## src/rtl/des_subkey_stream.sv

```systemverilog
// DES key schedule streamer: accepts one key, emits the sixteen round subkeys
// in forward (encrypt) or reverse (decrypt) order over a valid/ready handshake.
module des_subkey_stream #(
  parameter int KEY_WIDTH    = 64,
  parameter int SUBKEY_WIDTH = 48,
  parameter int ROUNDS       = 16
) (
  input  logic                    clk,
  input  logic                    rst_n,
  input  logic                    key_valid,
  output logic                    key_ready,
  input  logic [KEY_WIDTH-1:0]    key_in,
  input  logic                    decrypt,
  output logic                    subkey_valid,
  input  logic                    subkey_ready,
  output logic [SUBKEY_WIDTH-1:0] subkey,
  output logic [3:0]              round_idx,
  output logic                    subkey_last
);

  localparam logic [0:0] IDLE = 1'b0;
  localparam logic [0:0] EMIT = 1'b1;
  localparam logic [3:0] LAST_IDX = 4'(ROUNDS - 1);

  // Bit n-1 set where the shift schedule entry S[n] is 1 (n = 1,2,9,16); all others shift by 2.
  localparam logic [15:0] ONE_SHIFT = 16'h8103;

  // PC-1 and PC-2 in FIPS 1-based bit numbering, first table entry in the MSB slot.
  localparam logic [56*7-1:0] PC1_TAB = {
    7'd57, 7'd49, 7'd41, 7'd33, 7'd25, 7'd17, 7'd9,
    7'd1,  7'd58, 7'd50, 7'd42, 7'd34, 7'd26, 7'd18,
    7'd10, 7'd2,  7'd59, 7'd51, 7'd43, 7'd35, 7'd27,
    7'd19, 7'd11, 7'd3,  7'd60, 7'd52, 7'd44, 7'd36,
    7'd63, 7'd55, 7'd47, 7'd39, 7'd31, 7'd23, 7'd15,
    7'd7,  7'd62, 7'd54, 7'd46, 7'd38, 7'd30, 7'd22,
    7'd14, 7'd6,  7'd61, 7'd53, 7'd45, 7'd37, 7'd29,
    7'd21, 7'd13, 7'd5,  7'd28, 7'd20, 7'd12, 7'd4
  };

  localparam logic [48*6-1:0] PC2_TAB = {
    6'd14, 6'd17, 6'd11, 6'd24, 6'd1,  6'd5,
    6'd3,  6'd28, 6'd15, 6'd6,  6'd21, 6'd10,
    6'd23, 6'd19, 6'd12, 6'd4,  6'd26, 6'd8,
    6'd16, 6'd7,  6'd27, 6'd20, 6'd13, 6'd2,
    6'd41, 6'd52, 6'd31, 6'd37, 6'd47, 6'd55,
    6'd30, 6'd40, 6'd51, 6'd45, 6'd33, 6'd48,
    6'd44, 6'd49, 6'd39, 6'd56, 6'd34, 6'd53,
    6'd46, 6'd42, 6'd50, 6'd36, 6'd29, 6'd32
  };

  // FIPS bit b of a vector of width W lives at index W-b.
  function automatic logic [55:0] pc1(input logic [63:0] k);
    logic [55:0] r;
    logic [6:0]  e;
    logic [5:0]  bi;
    r = '0;
    for (int j = 0; j < 56; j++) begin
      e       = PC1_TAB[(55-j)*7 +: 7];
      bi      = 6'(7'd64 - e);
      r[55-j] = k[bi];
    end
    return r;
  endfunction

  function automatic logic [47:0] pc2(input logic [55:0] cd);
    logic [47:0] r;
    logic [5:0]  e;
    logic [5:0]  bi;
    r = '0;
    for (int j = 0; j < 48; j++) begin
      e       = PC2_TAB[(47-j)*6 +: 6];
      bi      = 6'd56 - e;
      r[47-j] = cd[bi];
    end
    return r;
  endfunction

  function automatic logic [27:0] rotl(input logic [27:0] x, input logic two);
    return two ? {x[25:0], x[27:26]} : {x[26:0], x[27]};
  endfunction

  function automatic logic [27:0] rotr(input logic [27:0] x, input logic two);
    return two ? {x[1:0], x[27:2]} : {x[0], x[27:1]};
  endfunction

  logic [0:0]  state_q, state_d;
  logic [27:0] c_q, c_d, d_q, d_d;
  logic [3:0]  idx_q, idx_d;
  logic        mode_q, mode_d;

  logic [55:0] key_cd;
  logic [3:0]  sbit;
  logic        two;

  assign key_cd = pc1(key_in);

  // Schedule position of the next step: forward walks S[idx+2], reverse walks S[16-idx].
  assign sbit = mode_q ? 4'(4'd15 - idx_q) : 4'(idx_q + 4'd1);
  assign two  = ~ONE_SHIFT[sbit];

  // Next-state: key load in IDLE, one rotation step per accepted subkey in EMIT.
  always_comb begin
    state_d = state_q;
    c_d     = c_q;
    d_d     = d_q;
    idx_d   = idx_q;
    mode_d  = mode_q;
    case (state_q)
      IDLE: begin
        if (key_valid) begin
          // Encrypt pre-rotates to C1/D1; decrypt keeps C0/D0, which equals C16/D16.
          c_d     = decrypt ? key_cd[55:28] : rotl(key_cd[55:28], 1'b0);
          d_d     = decrypt ? key_cd[27:0]  : rotl(key_cd[27:0], 1'b0);
          mode_d  = decrypt;
          idx_d   = 4'd0;
          state_d = EMIT;
        end
      end
      default: begin
        if (subkey_ready) begin
          if (idx_q == LAST_IDX) begin
            idx_d   = 4'd0;
            state_d = IDLE;
          end else begin
            idx_d = idx_q + 4'd1;
            c_d   = mode_q ? rotr(c_q, two) : rotl(c_q, two);
            d_d   = mode_q ? rotr(d_q, two) : rotl(d_q, two);
          end
        end
      end
    endcase
  end

  // State registers; reset aborts any partial sequence.
  always_ff @(posedge clk or negedge rst_n) begin
    if (!rst_n) begin
      state_q <= IDLE;
      c_q     <= '0;
      d_q     <= '0;
      idx_q   <= '0;
      mode_q  <= 1'b0;
    end else begin
      state_q <= state_d;
      c_q     <= c_d;
      d_q     <= d_d;
      idx_q   <= idx_d;
      mode_q  <= mode_d;
    end
  end

  // Outputs depend only on registered state, so no ready/valid feed-through exists.
  assign key_ready    = (state_q == IDLE);
  assign subkey_valid = (state_q == EMIT);
  assign subkey       = subkey_valid ? pc2({c_q, d_q}) : '0;
  assign round_idx    = idx_q;
  assign subkey_last  = subkey_valid && (idx_q == LAST_IDX);

endmodule

```

## config.mk

```make
export PLATFORM = sky130hd
export DESIGN_NAME = des_subkey_stream
export DESIGN_NICKNAME = d
export VERILOG_FILES = /design/src/rtl/des_subkey_stream.sv
export SDC_FILE = /design/constraint.sdc
export NUM_CORES = 1
export LEC_CHECK = 0
export ABC_AREA = 0
export BUFFER_PORTS_ARGS = -buffer_cell sky130_fd_sc_hd__buf_2
export CAP_MARGIN = 25
export CELL_PAD_IN_SITES_DETAIL_PLACEMENT = 0
export CELL_PAD_IN_SITES_GLOBAL_PLACEMENT = 1
export CORE_MARGIN = 10
export CORE_UTILIZATION = 40
export CTS_CLUSTER_DIAMETER = 30
export DETAILED_ROUTE_END_ITERATION = 10
export GPL_TIMING_DRIVEN = 1
export PLACE_DENSITY = 0.78
export SLEW_MARGIN = 20
export SYNTH_ARGS = -nofsm -noshare
export SYNTH_HDL_FRONTEND = slang
export SYNTH_SLANG_ARGS = --single-unit
```

## constraint.sdc

```tcl
create_clock -name clk -period 2.8 [get_ports clk]
set_input_delay 0.14 -clock clk [delete_from_list [all_inputs] [get_ports clk]]
set_output_delay 0.14 -clock clk [all_outputs]
set_load 0.1 [all_outputs]
```

==> impl_metrics.py, run 1 <==
metrics = {
    "global_route": {
        "grt_util_met3_pct": 3.13,
        "grt_most_used_layer": "met2",
        "grt_max_degree": 108,
        "met2_usage_pct": 31.7,
        "grtUsageTotal_pct": 20.3,
        "grt_pass1_wl_um": 37100,
        "overflow": 0,
        "grt_pass1_vias": 6788,
        "use_met1_pct": 27.5,
        "antenna_found_initial": 0,
    },
    "synth": {
        "synth-seq-cells": 62,
        "syn-cell-area_um2": 6480,
        "syn_avg_cell_area_um2": 7.89,
        "yosys.area.top_type_share_pct": 23.9,
        "synth_cell_type_count": 45,
        "synth_area_leaders": "dfrtp_1, a211oi_1, mux2i_1",
        "syn_nets": 891,
        "synth_top_area_cell": "dfrtp_1",
        "synthArstFlopShare_pct": 100,
        "postSynthCellCount": 821,
        "synth-main-ff-cell": "dfrtp_1",
        "ys_seq_area_share_pct": 23.9,
        "ys_warn_count": 0,
        "synth-edff-count": 0,
    },
    "die": {
        "die_h_um": 147,
        "row_count": 46,
        "core-area_um2": 15900,
        "start_util_pct": 40.8,
        "die_w_um": 147,
        "dieArea_um2": 21700,
        "ioPinCount": 124,
    },
    "final_layout": {
        "drive_gt1_share_pct": 23.5,
        "syn_to_final_growth_pct": 17.2,
        "nNetsFinal": 944,
        "diodes": 0,
        "final_common_cell": "buf_2",
        "final_cell_mix": "buf_2, nor2_1, a211oi_1",
        "post-route-util_pct": 47.8,
    },
    "place": {
        "portBuffers": 115,
        "place_hpwl_um": 14600,
        "place_ws_ns": 0.290,
        "place.gp.congestion": 0.854,
    },
    "clock_network": {
        "cts_buffers": 9,
        "clk_path_buf_depth": 2,
        "h-tree-depth": 3,
        "post-cts-setup-buffers": 0,
        "cts_tree": "done",
        "clkTransAtPathRegs_ns": 0.06,
        "insertion_delay_ns": 0.34,
        "clock-sinks": 62,
        "root_buffer": "clkbuf_16",
        "cts_resized": 0,
    },
    "hold_path": {
        "hp-class": "primary input to flop",
    },
    "timing": {
        "whs_ns": 0.138,
        "max_freq_ghz": 0.388,
        "final.setup_skew_ns": 0.00636,
        "fin_ws_ns": 0.224,
        "finalSetupViolations": 0,
        "worst_pin_slew_ns": 0.822,
        "final-max-slew-violation-count": 0,
        "min_period_ns": 2.58,
        "timing.final.hold_violations": 0,
        "relSlewSlack_pct": 45.2,
        "fin_setup_tns_ns": 0,
        "finalCritPeriodShare_pct": 92.0,
        "rsz0062_at_grt": "false",
    },
    "status": {
        "status": "complete, no violations",
    },
    "drt": {
        "routed_wl_um": 22400,
        "drc": 0,
        "drt_iter0_drc": 735,
        "drt.antenna.violating_nets": 0,
        "vias": 6971,
        "vias_per_cell": 6.37,
        "firstDrtPassIters": 5,
        "avgRoutedWirePerCell_um": 20.4,
    },
    "worst_setup_path": {
        "ff2ff_setup_slack_ns": 0.22,
        "worstPathMaxFanout": 31,
        "end_kind": "flop",
        "crit_type": "flop to flop",
        "cp-startpoint": "round_idx[0]",
        "arrival_ns": 2.79,
        "start_kind": "flop",
        "r2r_cells": 7,
        "worstPathRequired_ns": 3.02,
        "r2r-end": "c_q[20]",
        "r2r-start": "round_idx[0]",
        "endpoint": "c_q[20]",
    },
    "flow_run": {
        "timing.max_cap.violations": 0,
    },
}
[per-layer routing]
layer | vias to the layer above | part of all wire, %
li1 | 3334 | -
met1 | 3346 | 46
met2 | 263 | 46
met3 | 28 | 5.9
met4 | 0 | 1.9
met5 | - | 0
[synthesized netlist by cell type, drive strengths merged, types with 2 or more instances]
cell type	count
a21o	2
a31oi	14
and3	2
and2	49
o21ai	9
inv	3
nor3	48
xor2	2
nor4	13
nand3	3
dfrtp	62
or3	2
nand2b	6
a2111oi	86
mux2i	59
mux2	2
a211o	3
nor2	110
a211oi	98
o22ai	43
a221oi	5
nor2b	5
o31ai	13
a21oi	5
o311ai	2
a311oi	2
o32a	6
buf	45
clkbuf	60
nand2	54
[cells by family after synthesis]
| family | after synthesis | share of synthesized area (%) |
|---|---|---|
| mux | 61 | 9.46 |
| simple gates | 293 | 21.2 |
| compound gates | 293 | 37.1 |
| fa+ha+maj | 1 | 0.193 |
| flops | 62 | 23.9 |
| xor+xnor | 3 | 0.521 |
| buf+inv | 108 | 7.59 |
[sequential cells by signal, indices dropped and copies added (netlist names)]
signal        count
c_q              28
d_q              28
mode_q            1
round_idx         4
subkey_valid      1
[timing repair]
| item | in CTS | in global routing |
|---|---|---|
| endpoints found under the setup margin | 0 | 0 |
| hold buffers | 1 | 0 |
| hold endpoints to repair | 28 | 0 |
[critical path, cell delays in order (launching register included)]
cell	delay (ns)
dfrtp_2	0.46
ha_1	0.31
xor2_2	0.19
o31a_1	0.35
a21o_1	0.43
buf_12	0.28
a311oi_1	0.33
a211oi_1	0.08
[final cells by class]
| type | count | area (µm²) |
|---|---|---|
| clock inverters | 4 | 45.0 |
| flip-flops and latches | 62 | 1560 |
| multi-input cells | 651 | 4500 |
| repair buffers | 147 | 958 |
| clock buffers | 12 | 256 |
| inverters | 3 | 11.3 |
| well taps | 216 | 270 |
| fillers | 1598 | 8290 |
[stage by stage]
step / instance area, µm² / std cells
floorplan: 6490 / 821
global placement: 7280 / 1078
detailed placement: 7280 / 1078
CTS: 7600 / 1095
global route: 7600 / 1095
finish: 7600 / 1095
[worst min path at each step]
stage	from	to	slack (ns)	depth (start not counted)
final	key_valid	subkey_valid	0.14	3
after global routing	key_valid	subkey_valid	0.17	3
after CTS	key_valid	subkey_valid	0.14	3
after detailed placement	rst_n	d_q[12]	0.26	1
after global placement	rst_n	d_q[12]	0.26	1
after floorplan	rst_n	c_q[0]	-0.16	0
Power of run 1 is left out: the tool's default activity adds up to more than one toggle a clock period on the data nets, which glitch-free logic cannot reach.
==> inputs of run 2 (changes only) <==
--- a/config.mk
+++ b/config.mk
@@ -12,9 +12,9 @@
 export CELL_PAD_IN_SITES_GLOBAL_PLACEMENT = 1
 export CORE_MARGIN = 10
-export CORE_UTILIZATION = 40
+export CORE_UTILIZATION = 42
 export CTS_CLUSTER_DIAMETER = 30
 export DETAILED_ROUTE_END_ITERATION = 10
 export GPL_TIMING_DRIVEN = 1
-export PLACE_DENSITY = 0.78
+export PLACE_DENSITY = 0.81
 export SLEW_MARGIN = 20
 export SYNTH_ARGS = -nofsm -noshare
==> constraint.sdc (replaced) <==
create_clock -name clk -period 2.8 [get_ports clk]
set_input_delay 0.56 -clock clk [delete_from_list [all_inputs] [get_ports clk]]
set_output_delay 0.56 -clock clk [all_outputs]
set_load 0.1 [all_outputs]
==> run 2 against run 1 <==
- wire length shrank 1.9%
- sequential share of layout area shrank 0.13 points
- count of clock-buffer cells in the layout rose by 1
- register-to-register slack improved by 0.02 ns
- critical path depth unchanged
- die area is 4.1% lower
- final area is 0.72% higher
- maximum frequency rose by 0.63%
- critical path type unchanged
==> impl_metrics.py, run 2 (synthesis gave the netlist of run 1 again) <==
metrics = {
    "global_route": {
        "grtUsageTotal_pct": 21.1,
        "grt_max_degree": 93,
        "overflow": 0,
        "antenna_found_initial": 0,
        "grt_pass1_wl_um": 36000,
        "grt_pass1_vias": 6690,
    },
    "die": {
        "start_util_pct": 42.8,
        "row_count": 45,
        "core-area_um2": 15100,
        "dieArea_um2": 20800,
        "ioPinCount": 124,
        "die_w_um": 144,
        "die_h_um": 144,
    },
    "final_layout": {
        "syn_to_final_growth_pct": 18.1,
        "final_common_cell": "buf_2",
        "fin_cells": 1073,
        "nNetsFinal": 950,
        "final_cell_mix": "buf_2, nor2_1, a211oi_1",
        "diodes": 0,
        "drive_gt1_share_pct": 24.3,
    },
    "place": {
        "place_inst": 1055,
        "place_hpwl_um": 14800,
        "portBuffers": 115,
        "place.gp.congestion": 0.835,
    },
    "worst_setup_path": {
        "worstPathRequired_ns": 3.00,
        "start_kind": "flop",
        "worstPathMaxFanout": 16,
        "crit_type": "flop to flop",
        "end_kind": "flop",
        "arrival_ns": 2.76,
    },
    "drt": {
        "vias_per_cell": 6.54,
        "drt_iter0_drc": 869,
        "drt.antenna.violating_nets": 0,
        "routed_wl_um": 22000,
        "vias": 7022,
        "avgRoutedWirePerCell_um": 20.5,
        "firstDrtPassIters": 5,
        "drc": 0,
    },
    "flow_run": {
        "timing.max_cap.violations": 0,
    },
    "clock_network": {
        "clock-sinks": 62,
        "cts_resized": 0,
        "cts_buffers": 9,
        "cts_tree": "done",
        "insertion_delay_ns": 0.34,
        "clkTransAtPathRegs_ns": 0.06,
        "clk_path_buf_depth": 2,
        "root_buffer": "clkbuf_16",
        "h-tree-depth": 3,
    },
    "timing": {
        "worst_pin_slew_ns": 0.704,
        "finalCritPeriodShare_pct": 91.4,
        "min_period_ns": 2.56,
        "relSlewSlack_pct": 52.9,
        "timing.final.hold_violations": 0,
        "fin_setup_tns_ns": 0,
        "finalSetupViolations": 0,
        "max_freq_ghz": 0.391,
        "rsz0062_at_grt": "false",
        "final.setup_skew_ns": 0.00667,
        "final-max-slew-violation-count": 0,
    },
    "hold_path": {
        "hp-class": "primary input to async pin",
    },
    "status": {
        "status": "complete, no violations",
    },
}
-- run 2: changes by cell type in the layout (fill, tap and decap cells not counted), moves of 2 or more --
cell | before | now
buf_4 | 21 | 27
nor2_4 | 1 | 3
clkinv_2 | 3 | 1
nor2_2 | 3 | 1
-- run 2: metrics by stage --
step                      instance area (µm²)  setup slack [ns]  util [%]  hold WS (ns)
final                                    7650             0.240      50.5         0.543
after global routing                     7650            0.0206      50.5         0.536
after CTS                                7610             0.254      50.3      0.000855
after floorplan                          6500             0.143         -         0.264
after global placement                   7280             0.337      48.1         0.350
after detailed placement                 7280             0.269      48.1         0.355
-- run 2: worst max-delay path, stage by stage, from the launching register on --
cell and delay, ns:
dfrtp_2 0.46, ha_1 0.31, xor2_2 0.23, mux2i_1 0.17
a211o_2 0.53, buf_12 0.22, a2111oi_0 0.38, a211oi_1 0.11
-- run 2: worst paths after layout --
path	startpoint	to	slack, ns	cells after the start
hold reg to reg	round_idx[0]	round_idx[0]	0.58	1
hold / removal	rst_n	d_q[16]	0.54	2
max in group asynchronous	rst_n	mode_q	1.62	3
setup reg to reg	round_idx[0]	d_q[21]	0.24	7
min in group clk	key_valid	subkey_valid	0.56	3
setup / recovery	round_idx[0]	d_q[21]	0.24	7
-- run 2: metal layers --
layer	wire, µm	track usage [%]	part of all wire [%]	vias to the layer above
li1	-	-	-	3360
met1	9700	28.3	44	3334
met2	10200	33.0	47	294
met3	1640	4.43	7.5	34
met4	405	6.54	1.8	0
met5	0	0	0	-
-- run 2: what timing repair did --
item,4_1_cts,5_1_grt
hold endpoints to repair,0,1
buffers inserted,0,0
hold buffers,0,1
-- run 2: area by class of cell --
cell class                      instances  area (µm²)
Fill cell                            1460        7490
Multi-Input combinational cell        651        4500
Sequential cell                        62        1560
Timing Repair Buffer                  153        1010
Clock buffer                           13         270
Tap cell                              188         235
Clock inverter                          3        65.1
Inverter                                3        15.0
Power of run 2 is left out for the same reason.
==> inputs of run 3 (changes only) <==
CTS_BUF_LIST = sky130_fd_sc_hd__clkbuf_8 sky130_fd_sc_hd__clkbuf_16   (was not set)
==> run 3 against run 2 <==
- cell count is the same
- die area stayed put
- count of clock-buffer cells in the layout is 1 lower
- final area is the same
- register-to-register slack got worse by 0.03 ns
- first-iteration DRC count down 0.58%
==> impl_metrics.py, run 3 (synthesis gave the netlist of run 1 again) <==
metrics = {
    "place": {
        "placed_cell_area_um2": 7280,
        "place_hpwl_um": 14800,
        "portBuffers": 115,
        "place.gp.congestion": 0.835,
    },
    "final_layout": {
        "syn_to_final_growth_pct": 18.1,
        "finish.instance_area_um2": 7650,
        "final_common_cell": "buf_2",
        "diodes": 0,
        "seqCellArea_um2": 1560,
        "final_cell_mix": "buf_2, nor2_1, a211oi_1",
        "drive_gt1_share_pct": 24.3,
        "fillers": 1460,
        "multi_input_area_um2": 4500,
        "post-route-util_pct": 50.5,
        "nNetsFinal": 950,
    },
    "drt": {
        "drt_iter0_drc": 864,
        "drc": 0,
        "firstDrtPassIters": 5,
        "routed_wl_um": 22000,
        "avgRoutedWirePerCell_um": 20.5,
        "vias": 7017,
        "vias_per_cell": 6.54,
        "drt.antenna.violating_nets": 0,
    },
    "die": {
        "dieArea_um2": 20800,
        "row_count": 45,
        "die_w_um": 144,
        "ioPinCount": 124,
        "core-area_um2": 15100,
        "die_h_um": 144,
        "start_util_pct": 42.8,
    },
    "timing": {
        "final-max-slew-violation-count": 0,
        "final.setup_skew_ns": 0.00704,
        "relSlewSlack_pct": 53.4,
        "finalCritPeriodShare_pct": 92.4,
        "min_period_ns": 2.59,
        "finalSetupViolations": 0,
        "worst_pin_slew_ns": 0.697,
        "max_freq_ghz": 0.387,
        "timing.final.hold_violations": 0,
        "fin_setup_tns_ns": 0,
        "rsz0062_at_grt": "false",
    },
    "worst_setup_path": {
        "end_kind": "flop",
        "start_kind": "flop",
        "arrival_ns": 2.78,
        "r2r_cells": 7,
        "crit_type": "flop to flop",
        "path_cells": "ha_1 > xor2_2 > mux2i_1 > a211o_2 > buf_12 > a2111oi_0 > a211oi_1",
        "crit_family": "compound AO/OA/AOI/OAI gates",
        "r2r-start": "round_idx[0]",
        "crit_slowest_cell": "a211o_2",
        "ff2ff_setup_slack_ns": 0.21,
        "worstPathMaxFanout": 16,
        "cpPeakStageDelay_ns": 0.53,
        "r2r-end": "d_q[21]",
        "worstPathRequired_ns": 3.00,
        "path_buf_inv": 1,
    },
    "clock_network": {
        "h-tree-depth": 3,
        "root_buffer": "clkbuf_16",
        "cts_buffers": 9,
        "clkTransAtPathRegs_ns": 0.06,
        "post-cts-setup-buffers": 0,
        "clk_path_buf_depth": 2,
        "clock-sinks": 62,
        "cts_tree": "done",
        "insertion_delay_ns": 0.34,
    },
    "global_route": {
        "grt_util_met3_pct": 4.43,
        "grt_pass1_wl_um": 36000,
        "grtUsageTotal_pct": 21.1,
        "grt_max_degree": 93,
        "grt_pass1_vias": 6690,
        "use_met1_pct": 28.3,
        "antenna_found_initial": 0,
        "overflow": 0,
        "grt_most_used_layer": "met2",
        "met2_usage_pct": 33.0,
    },
    "flow_run": {
        "timing.max_cap.violations": 0,
    },
    "hold_path": {
        "hp-class": "primary input to async pin",
    },
    "status": {
        "status": "complete, no violations",
    },
}
run 3: cell count changes in the layout (fill, tap and decap cells not counted), sizes merged:
cell / delta
clkbuf: -1
inv: +1
run 3: layer usage:
layer / wire length (µm) / part of all wire (%)
met3: 1540 / 7.0
met2: 10300 / 47
met1: 9780 / 44
met4: 422 / 1.9
met5: 0 / 0
run 3: through the flow:
| stage | setup slack, ns | hold slack (ns) | cells |
|---|---|---|---|
| finish | 0.213 | 0.541 | 1073 |
| global route | 0.0206 | 0.536 | 1073 |
| CTS | 0.254 | 0.000855 | 1071 |
| detailed placement | 0.269 | 0.355 | 1055 |
| global placement | 0.337 | 0.350 | 1055 |
| floorplan | 0.143 | 0.264 | 821 |
run 3: how the worst max path moves through the flow:
stage / startpoint / endpoint / slack (ns) / cells past startpoint
after global routing: round_idx[0] / d_q[19] / 0.02 / 7
after CTS: round_idx[0] / d_q[19] / 0.25 / 7
after detailed placement: round_idx[0] / d_q[19] / 0.27 / 7
final: round_idx[0] / d_q[21] / 0.21 / 7
after global placement: round_idx[0] / c_q[11] / 0.34 / 7
after floorplan: subkey_valid / subkey[6] / 0.14 / 2
run 3: cell type report:
class,instances,area share [%]
repair buffers,153,13.2
well taps,188,3.07
flip-flops and latches,62,20.4
clock buffers,12,3.48
inverters,3,0.196
clock inverters,4,0.899
multi-input cells,651,58.8
run 3: repair_timing:
item / 4_1_cts / 5_1_grt
hold buffers: 0 / 1
hold endpoints to repair: 0 / 1
resized for setup: 0 / 0
Power of run 3 is left out for the same reason.
